--- config.mk ---
export PLATFORM = sky130hd
export DESIGN_NAME = tulip_dsp_prog_sequencer
export DESIGN_NICKNAME = d
export VERILOG_FILES = /design/src/rtl/tulip_dsp_prog_sequencer.sv
export SDC_FILE = /design/constraint.sdc
export NUM_CORES = 1
export LEC_CHECK = 0
export BUFFER_PORTS_ARGS = -buffer_cell sky130_fd_sc_hd__buf_2
export CORE_ASPECT_RATIO = 0.9
export CORE_UTILIZATION = 47
export CTS_CLUSTER_DIAMETER = 40
export DETAILED_ROUTE_END_ITERATION = 8
export HOLD_SLACK_MARGIN = 0.1
export MAX_ROUTING_LAYER = met4
export PLACE_DENSITY = 0.84
export SLEW_MARGIN = 20
export SYNTH_ARGS = -nofsm -noshare
export SYNTH_HDL_FRONTEND = slang
export SYNTH_SLANG_ARGS = --single-unit
export TNS_END_PERCENT = 20
--- constraint.sdc ---
create_clock -name clk -period 3.3 [get_ports clk]
set_input_delay 0.66 -clock clk [delete_from_list [all_inputs] [get_ports clk]]
set_output_delay 0.66 -clock clk [all_outputs]
set_load 0.05 [all_outputs]
--- src/rtl/tulip_dsp_prog_sequencer.sv ---
// Host-side programming sequencer for the tulip DSP chain.
// One command soft-resets the selected stage (LUT, user FIR or reverb),
// streams word_count host words into its programming port, then waits for
// the stage's done flag (bounded by G_TIMEOUT).
//
// Ports:
//   clk, reset                 clock, synchronous active-high reset
//   start, target, word_count  command strobe, stage select (3=invalid), length
//   busy, done_pulse, error    status: not idle, end-of-command strobe, sticky error
//   host_din/_valid/_ready     host word stream
//   *_sw_resetn                active-low stage soft resets
//   lut_/fir_/rev_prog_*       per-stage programming ports (din/valid out, ready/done in)
module tulip_dsp_prog_sequencer #(
  parameter int unsigned G_DWIDTH       = 24,
  parameter int unsigned G_TAP_DWIDTH   = 16,
  parameter int unsigned G_RESET_CYCLES = 4,
  parameter int unsigned G_TIMEOUT      = 4096
) (
  input  logic                    clk,
  input  logic                    reset,
  input  logic                    start,
  input  logic [1:0]              target,
  input  logic [15:0]             word_count,
  output logic                    busy,
  output logic                    done_pulse,
  output logic                    error,
  input  logic [G_DWIDTH-1:0]     host_din,
  input  logic                    host_din_valid,
  output logic                    host_din_ready,
  output logic                    lut_sw_resetn,
  output logic                    usr_fir_sw_resetn,
  output logic                    reverb_sw_resetn,
  output logic [G_DWIDTH-1:0]     lut_prog_din,
  output logic                    lut_prog_valid,
  input  logic                    lut_prog_ready,
  input  logic                    lut_prog_done,
  output logic [G_TAP_DWIDTH-1:0] fir_prog_din,
  output logic                    fir_prog_valid,
  input  logic                    fir_prog_ready,
  input  logic                    fir_prog_done,
  output logic [G_TAP_DWIDTH-1:0] rev_prog_din,
  output logic                    rev_prog_valid,
  input  logic                    rev_prog_ready,
  input  logic                    rev_prog_done
);

  localparam int unsigned WC_W  = 16;
  localparam int unsigned RST_W = $clog2(G_RESET_CYCLES + 1);
  localparam int unsigned TO_W  = $clog2(G_TIMEOUT + 1);

  localparam logic [1:0] TGT_LUT = 2'd0;
  localparam logic [1:0] TGT_FIR = 2'd1;
  localparam logic [1:0] TGT_REV = 2'd2;
  localparam logic [1:0] TGT_BAD = 2'd3;

  typedef enum logic [2:0] {
    S_IDLE,
    S_RST,
    S_LOAD,
    S_WAIT_DONE,
    S_FIN
  } state_t;

  state_t            state_q, state_d;
  logic [1:0]        tgt_q, tgt_d;
  logic [WC_W-1:0]   count_q, count_d;
  logic [WC_W-1:0]   xfer_q, xfer_d;
  logic [RST_W-1:0]  rst_cnt_q, rst_cnt_d;
  logic [TO_W-1:0]   wait_cnt_q, wait_cnt_d;
  logic              error_q, error_d;

  logic              sel_ready;
  logic              sel_done;
  logic              in_load;
  logic              xfer;
  logic [WC_W-1:0]   xfer_inc;

  // Route the selected stage's handshake inputs.
  always_comb begin
    sel_ready = 1'b0;
    sel_done  = 1'b0;
    case (tgt_q)
      TGT_LUT: begin sel_ready = lut_prog_ready; sel_done = lut_prog_done; end
      TGT_FIR: begin sel_ready = fir_prog_ready; sel_done = fir_prog_done; end
      TGT_REV: begin sel_ready = rev_prog_ready; sel_done = rev_prog_done; end
      default: ;
    endcase
  end

  // Zero-latency data path, only open in LOAD.
  assign in_load        = (state_q == S_LOAD);
  assign host_din_ready = in_load & sel_ready;
  assign xfer           = host_din_valid & host_din_ready;
  assign xfer_inc       = xfer_q + WC_W'(1);

  assign lut_prog_din   = host_din;
  assign fir_prog_din   = host_din[G_TAP_DWIDTH-1:0];
  assign rev_prog_din   = host_din[G_TAP_DWIDTH-1:0];
  assign lut_prog_valid = in_load && (tgt_q == TGT_LUT) && host_din_valid;
  assign fir_prog_valid = in_load && (tgt_q == TGT_FIR) && host_din_valid;
  assign rev_prog_valid = in_load && (tgt_q == TGT_REV) && host_din_valid;

  assign lut_sw_resetn     = !((state_q == S_RST) && (tgt_q == TGT_LUT));
  assign usr_fir_sw_resetn = !((state_q == S_RST) && (tgt_q == TGT_FIR));
  assign reverb_sw_resetn  = !((state_q == S_RST) && (tgt_q == TGT_REV));

  assign busy       = (state_q != S_IDLE);
  assign done_pulse = (state_q == S_FIN);
  assign error      = error_q;

  // Next-state and counter logic.
  always_comb begin
    state_d    = state_q;
    tgt_d      = tgt_q;
    count_d    = count_q;
    xfer_d     = xfer_q;
    rst_cnt_d  = rst_cnt_q;
    wait_cnt_d = wait_cnt_q;
    error_d    = error_q;
    case (state_q)
      S_IDLE: begin
        if (start) begin
          if (target == TGT_BAD) begin
            error_d = 1'b1;
            state_d = S_FIN;
          end else begin
            tgt_d     = target;
            count_d   = word_count;
            xfer_d    = '0;
            rst_cnt_d = '0;
            error_d   = 1'b0;
            state_d   = S_RST;
          end
        end
      end
      S_RST: begin
        if (rst_cnt_q == RST_W'(G_RESET_CYCLES - 1)) begin
          wait_cnt_d = '0;
          state_d    = (count_q == '0) ? S_WAIT_DONE : S_LOAD;
        end else begin
          rst_cnt_d = rst_cnt_q + RST_W'(1);
        end
      end
      S_LOAD: begin
        if (xfer) begin
          xfer_d = xfer_inc;
        end
        if (xfer && (xfer_inc == count_q)) begin
          wait_cnt_d = '0;
          state_d    = S_WAIT_DONE;
        end else if (sel_done) begin
          // Stage finished before receiving all words.
          error_d = 1'b1;
          state_d = S_FIN;
        end
      end
      S_WAIT_DONE: begin
        // Counter is zero in the entry cycle; timeout fires once
        // G_TIMEOUT further cycles have elapsed without done.
        if (sel_done) begin
          state_d = S_FIN;
        end else if (wait_cnt_q == TO_W'(G_TIMEOUT)) begin
          error_d = 1'b1;
          state_d = S_FIN;
        end else begin
          wait_cnt_d = wait_cnt_q + TO_W'(1);
        end
      end
      S_FIN: begin
        state_d = S_IDLE;
      end
      default: begin
        state_d = S_IDLE;
      end
    endcase
  end

  // State and counter registers.
  always_ff @(posedge clk) begin
    if (reset) begin
      state_q    <= S_IDLE;
      tgt_q      <= '0;
      count_q    <= '0;
      xfer_q     <= '0;
      rst_cnt_q  <= '0;
      wait_cnt_q <= '0;
      error_q    <= 1'b0;
    end else begin
      state_q    <= state_d;
      tgt_q      <= tgt_d;
      count_q    <= count_d;
      xfer_q     <= xfer_d;
      rst_cnt_q  <= rst_cnt_d;
      wait_cnt_q <= wait_cnt_d;
      error_q    <= error_d;
    end
  end

endmodule

==> implementation parameters <==
Parameter                              Value

Detailed routing
  Final wirelength    8.38 mm
  Post-DR vias/cell    5.94
  First drt pass iteration count    5
  Total number of vias    3323
  ANT nets after route    0
  Average detailed-routed wire length per instance    15.0 um
  Number of design-rule violations left by the first detailed-router iteration    272
  Remaining routing DRC violations    0

Clock network
  Clock root buffer master    sky130_fd_sc_hd__clkbuf_8
  TritonCTS clock tree    done
  Clock transition at the registers of the reported paths    0.10 ns
  Insertion delay of the later-clocked pin in the worst-skew pair    0.31 ns
  Clock buffer count from CTS    5
  Clk sinks    54
  Maximum number of buffers from clock root to sink    2
  Post-CTS Hold Buffers    0
  Number of levels the H-tree was split into    2

STA
  Setup repair after global routing missed its margin    false
  Crit path time final    2.99 ns
  Clock Skews    0.00995 ns
  Final Setup Violations    0
  Final-report max-slew violation count    0
  Tightest hold margin    0.474 ns
  Final hold violations    0
  Aggregate negative setup slack    0 ns
  Final worst-path cycle share    0.907
  Relative slew slack    0.523
  Measured slew at the worst slew-check pin    0.714 ns
  Max frequency    334 MHz

Global routing
  Vias in the first global route    2905
  Largest net degree at the start of global routing    55
  First-pass GRT wire length    13.5 mm
  GR Overflow Total    0
  Tot GR Track Use    0.213
  Number of antenna violations at the first check in global routing    0

Yosys
  Synthesis warning total    0
  Count of flip-flops with a built-in enable after synthesis    0
  Post-Syn Instances    486
  Synthesized cell area    3680 um^2
  Synthesized-area fraction occupied by and/or/nand/nor cells    0.273
  Area fraction in compound gates after synthesis    0.194
  Leading register cell type out of synthesis    sky130_fd_sc_hd__dfxtp_1
  Avg Synthesized Cell Area    7.57 um^2
  Mapped Nets    543
  Combinational family with the most area after synthesis    simple AND/OR/NAND/NOR gates
  Post-synthesis adder-cell area fraction    0.0170
  Fraction of the yosys area taken by sequential cells    0.294
  Number of flip-flops and latches in the synthesized netlist    54
  Library cells used by synthesis    53
  Share of Yosys cell area claimed by the top area cell type    0.294
  Top post-synthesis cells by area    sky130_fd_sc_hd__dfxtp_1, sky130_fd_sc_hd__buf_4, sky130_fd_sc_hd__a21oi_1
  Cell taking the most area after synthesis    sky130_fd_sc_hd__dfxtp_1
  Proportion of synthesized area in mux cells    0.00817
  Proportion of synthesized flip-flops having asynchronous set or reset    0
  Xor and xnor fraction of the mapped netlist area    0.0500

Min path
  Hold-critical path endpoint    rst_cnt_q[1]
  Number of stages on the worst hold path    2
  Hold Path Class    reg2reg
  Hold Startpoint    rst_cnt_q[1]

Critical path
  Worst reg-to-reg setup slack    0.31 ns
  Worst Setup Path Type    reg2reg
  Crit path launch type    flop
  Crit end category    flop
  CP Data Arrival Time    3.20 ns
  Data required, critical path    3.50 ns
  Worst Path Max Fanout    8
  Endpoint of the worst register-to-register path    wait_cnt_q[8]
  R2r worst-path depth    10
  Source of the worst register-to-register timing path    xfer_q[0]

Floorplanning
  Die outline height    85.9 um
  DIE WIDTH    95.2 um
  Initial cell density of the core    0.487
  Boundary pin count    118
  Cell row count    30
  Area inside the core boundary    7540 um^2
  DIE AREA    8180 um^2

Power
  Leakage dissipation    1.32 nW
  Cell Pwr Density    464 nW/um^2
  Peak ir drop on the vdd network    0.363 mV

Layout
  Most used cells in the layout excluding fill and tap cells    sky130_fd_sc_hd__dfxtp_1, sky130_fd_sc_hd__nand2_1, sky130_fd_sc_hd__a21oi_1
  Footprint of the flip-flops and latches    1080 um^2
  Layout-stage area growth over the synthesis result    -0.919%
  Fill count    700
  Area used by multi-input combinational logic    2000 um^2
  Share of cells above drive strength 1    0.171
  Antenna cells    0
  Number of nets in the layout    520
  Commonest non-fill, non-tap cell in the layout    sky130_fd_sc_hd__dfxtp_1

Flow run
  Total of max-cap violations    0

Placed design
  HPWL Detailed    6.04 mm
  Global placer's final weighted congestion    0.915
  Total of buffers placed on input and output ports    37

Status
  Outcome    complete, no violations
-- where the power goes --
part | leakage (nW) | switching [mW] | internal, mW
sequential | 0.438 | 0.0620 | 0.704
clock | 0.0438 | 0.207 | 0.143
combinational | 0.840 | 0.366 | 0.210
-- layout make-up --
class | instances | share of cell area
inverters | 12 | 0.0124
multi-input cells | 335 | 0.548
clock buffers | 5 | 0.0189
repair buffers | 55 | 0.0879
well taps | 96 | 0.0330
flip-flops and latches | 54 | 0.297
clock inverters | 2 | 0.00275
-- worst max path at each step --
stage / from / to / slack [ns] / cells past startpoint
3_3_place_gp: xfer_q[0] / wait_cnt_q[8] / 0.28 / 9
2_1_floorplan: tgt_q[1] / host_din_ready / 0.05 / 4
4_1_cts: xfer_q[0] / wait_cnt_q[8] / 0.16 / 9
6_report: xfer_q[0] / wait_cnt_q[8] / 0.31 / 10
3_5_place_dp: xfer_q[0] / wait_cnt_q[8] / 0.17 / 9
5_1_grt: xfer_q[0] / wait_cnt_q[8] / 0.08 / 10
-- stage by stage --
stage	total power [mW]	std cells	util	worst slack [ns]	area [um^2]
after floorplan	1.37	486	-	0.0485	3680
after global placement	1.32	548	0.468	0.284	3530
after detailed placement	1.33	548	0.468	0.168	3530
after CTS	1.68	555	0.478	0.157	3610
after global routing	1.79	559	0.483	0.0832	3640
final	1.69	559	0.483	0.306	3640
-- logic make-up after synthesis --
logic type | Yosys count
and+or+nand+nor | 193
AOI/OAI and AO/OA | 113
buffers and inverters | 97
DFF | 54
xor gates and xnor gates | 21
adders and majority gates | 5
muxes | 3
-- critical path, cell delays in order, from the launching register on --
cell,delay [ns]
sky130_fd_sc_hd__dfxtp_1,0.46
sky130_fd_sc_hd__ha_1,0.35
sky130_fd_sc_hd__nand3_1,0.33
sky130_fd_sc_hd__nor3_1,0.37
sky130_fd_sc_hd__xnor2_1,0.17
sky130_fd_sc_hd__nand4_1,0.12
sky130_fd_sc_hd__or4b_4,0.60
sky130_fd_sc_hd__a21oi_4,0.17
sky130_fd_sc_hd__buf_4,0.15
sky130_fd_sc_hd__buf_4,0.12
sky130_fd_sc_hd__o21ai_2,0.05
-- what timing repair did --
action / in CTS / in global routing
resized for setup: 0 / 1
setup endpoints to repair: 0 / 11
setup buffers: 0 / 4
-- synthesized netlist by cell type, types with 2 or more instances --
library cell                instances
sky130_fd_sc_hd__dfxtp_1           54
sky130_fd_sc_hd__a2bb2oi_1          2
sky130_fd_sc_hd__nand2_1           53
sky130_fd_sc_hd__a21oi_1           44
sky130_fd_sc_hd__or4_1              4
sky130_fd_sc_hd__nor3_1            17
sky130_fd_sc_hd__a31oi_1            8
sky130_fd_sc_hd__buf_4             58
sky130_fd_sc_hd__nor2_1            32
sky130_fd_sc_hd__ha_1               5
sky130_fd_sc_hd__o21ai_2            5
sky130_fd_sc_hd__mux2i_1            3
sky130_fd_sc_hd__and3_1             6
sky130_fd_sc_hd__a311oi_1           3
sky130_fd_sc_hd__o211ai_1           2
sky130_fd_sc_hd__o31ai_1            3
sky130_fd_sc_hd__and2_1             6
sky130_fd_sc_hd__or3_1              7
sky130_fd_sc_hd__a211oi_1           5
sky130_fd_sc_hd__a22oi_1            3
sky130_fd_sc_hd__xor2_1            10
sky130_fd_sc_hd__buf_2              5
sky130_fd_sc_hd__clkbuf_1          20
sky130_fd_sc_hd__a21oi_2            3
sky130_fd_sc_hd__o21ai_0           25
sky130_fd_sc_hd__nor4b_1            4
sky130_fd_sc_hd__nand4_1            8
sky130_fd_sc_hd__nand3b_1           7
sky130_fd_sc_hd__nor4_1             8
sky130_fd_sc_hd__nor3b_1            3
sky130_fd_sc_hd__nor2b_1            2
sky130_fd_sc_hd__or2_2              2
sky130_fd_sc_hd__xnor2_1           11
sky130_fd_sc_hd__nand2b_1           8
sky130_fd_sc_hd__o2bb2ai_1          2
sky130_fd_sc_hd__nand3_1           20
sky130_fd_sc_hd__inv_1             12
-- layer usage --
metal / share of wire / GRT usage
met2: 0.45 / 0.312
met4: 0.021 / 0.0799
met3: 0.088 / 0.0284
met5: 0 / -
met1: 0.44 / 0.295
-- sequential cells by signal, summed over array words and instances, names as in the netlist --
signal and cells:
tgt_q 2, rst_cnt_q 3, wait_cnt_q 13, xfer_q 16, state_q 3, error 1, count_q 16
Note: power is estimated with default switching activity, not from simulation.
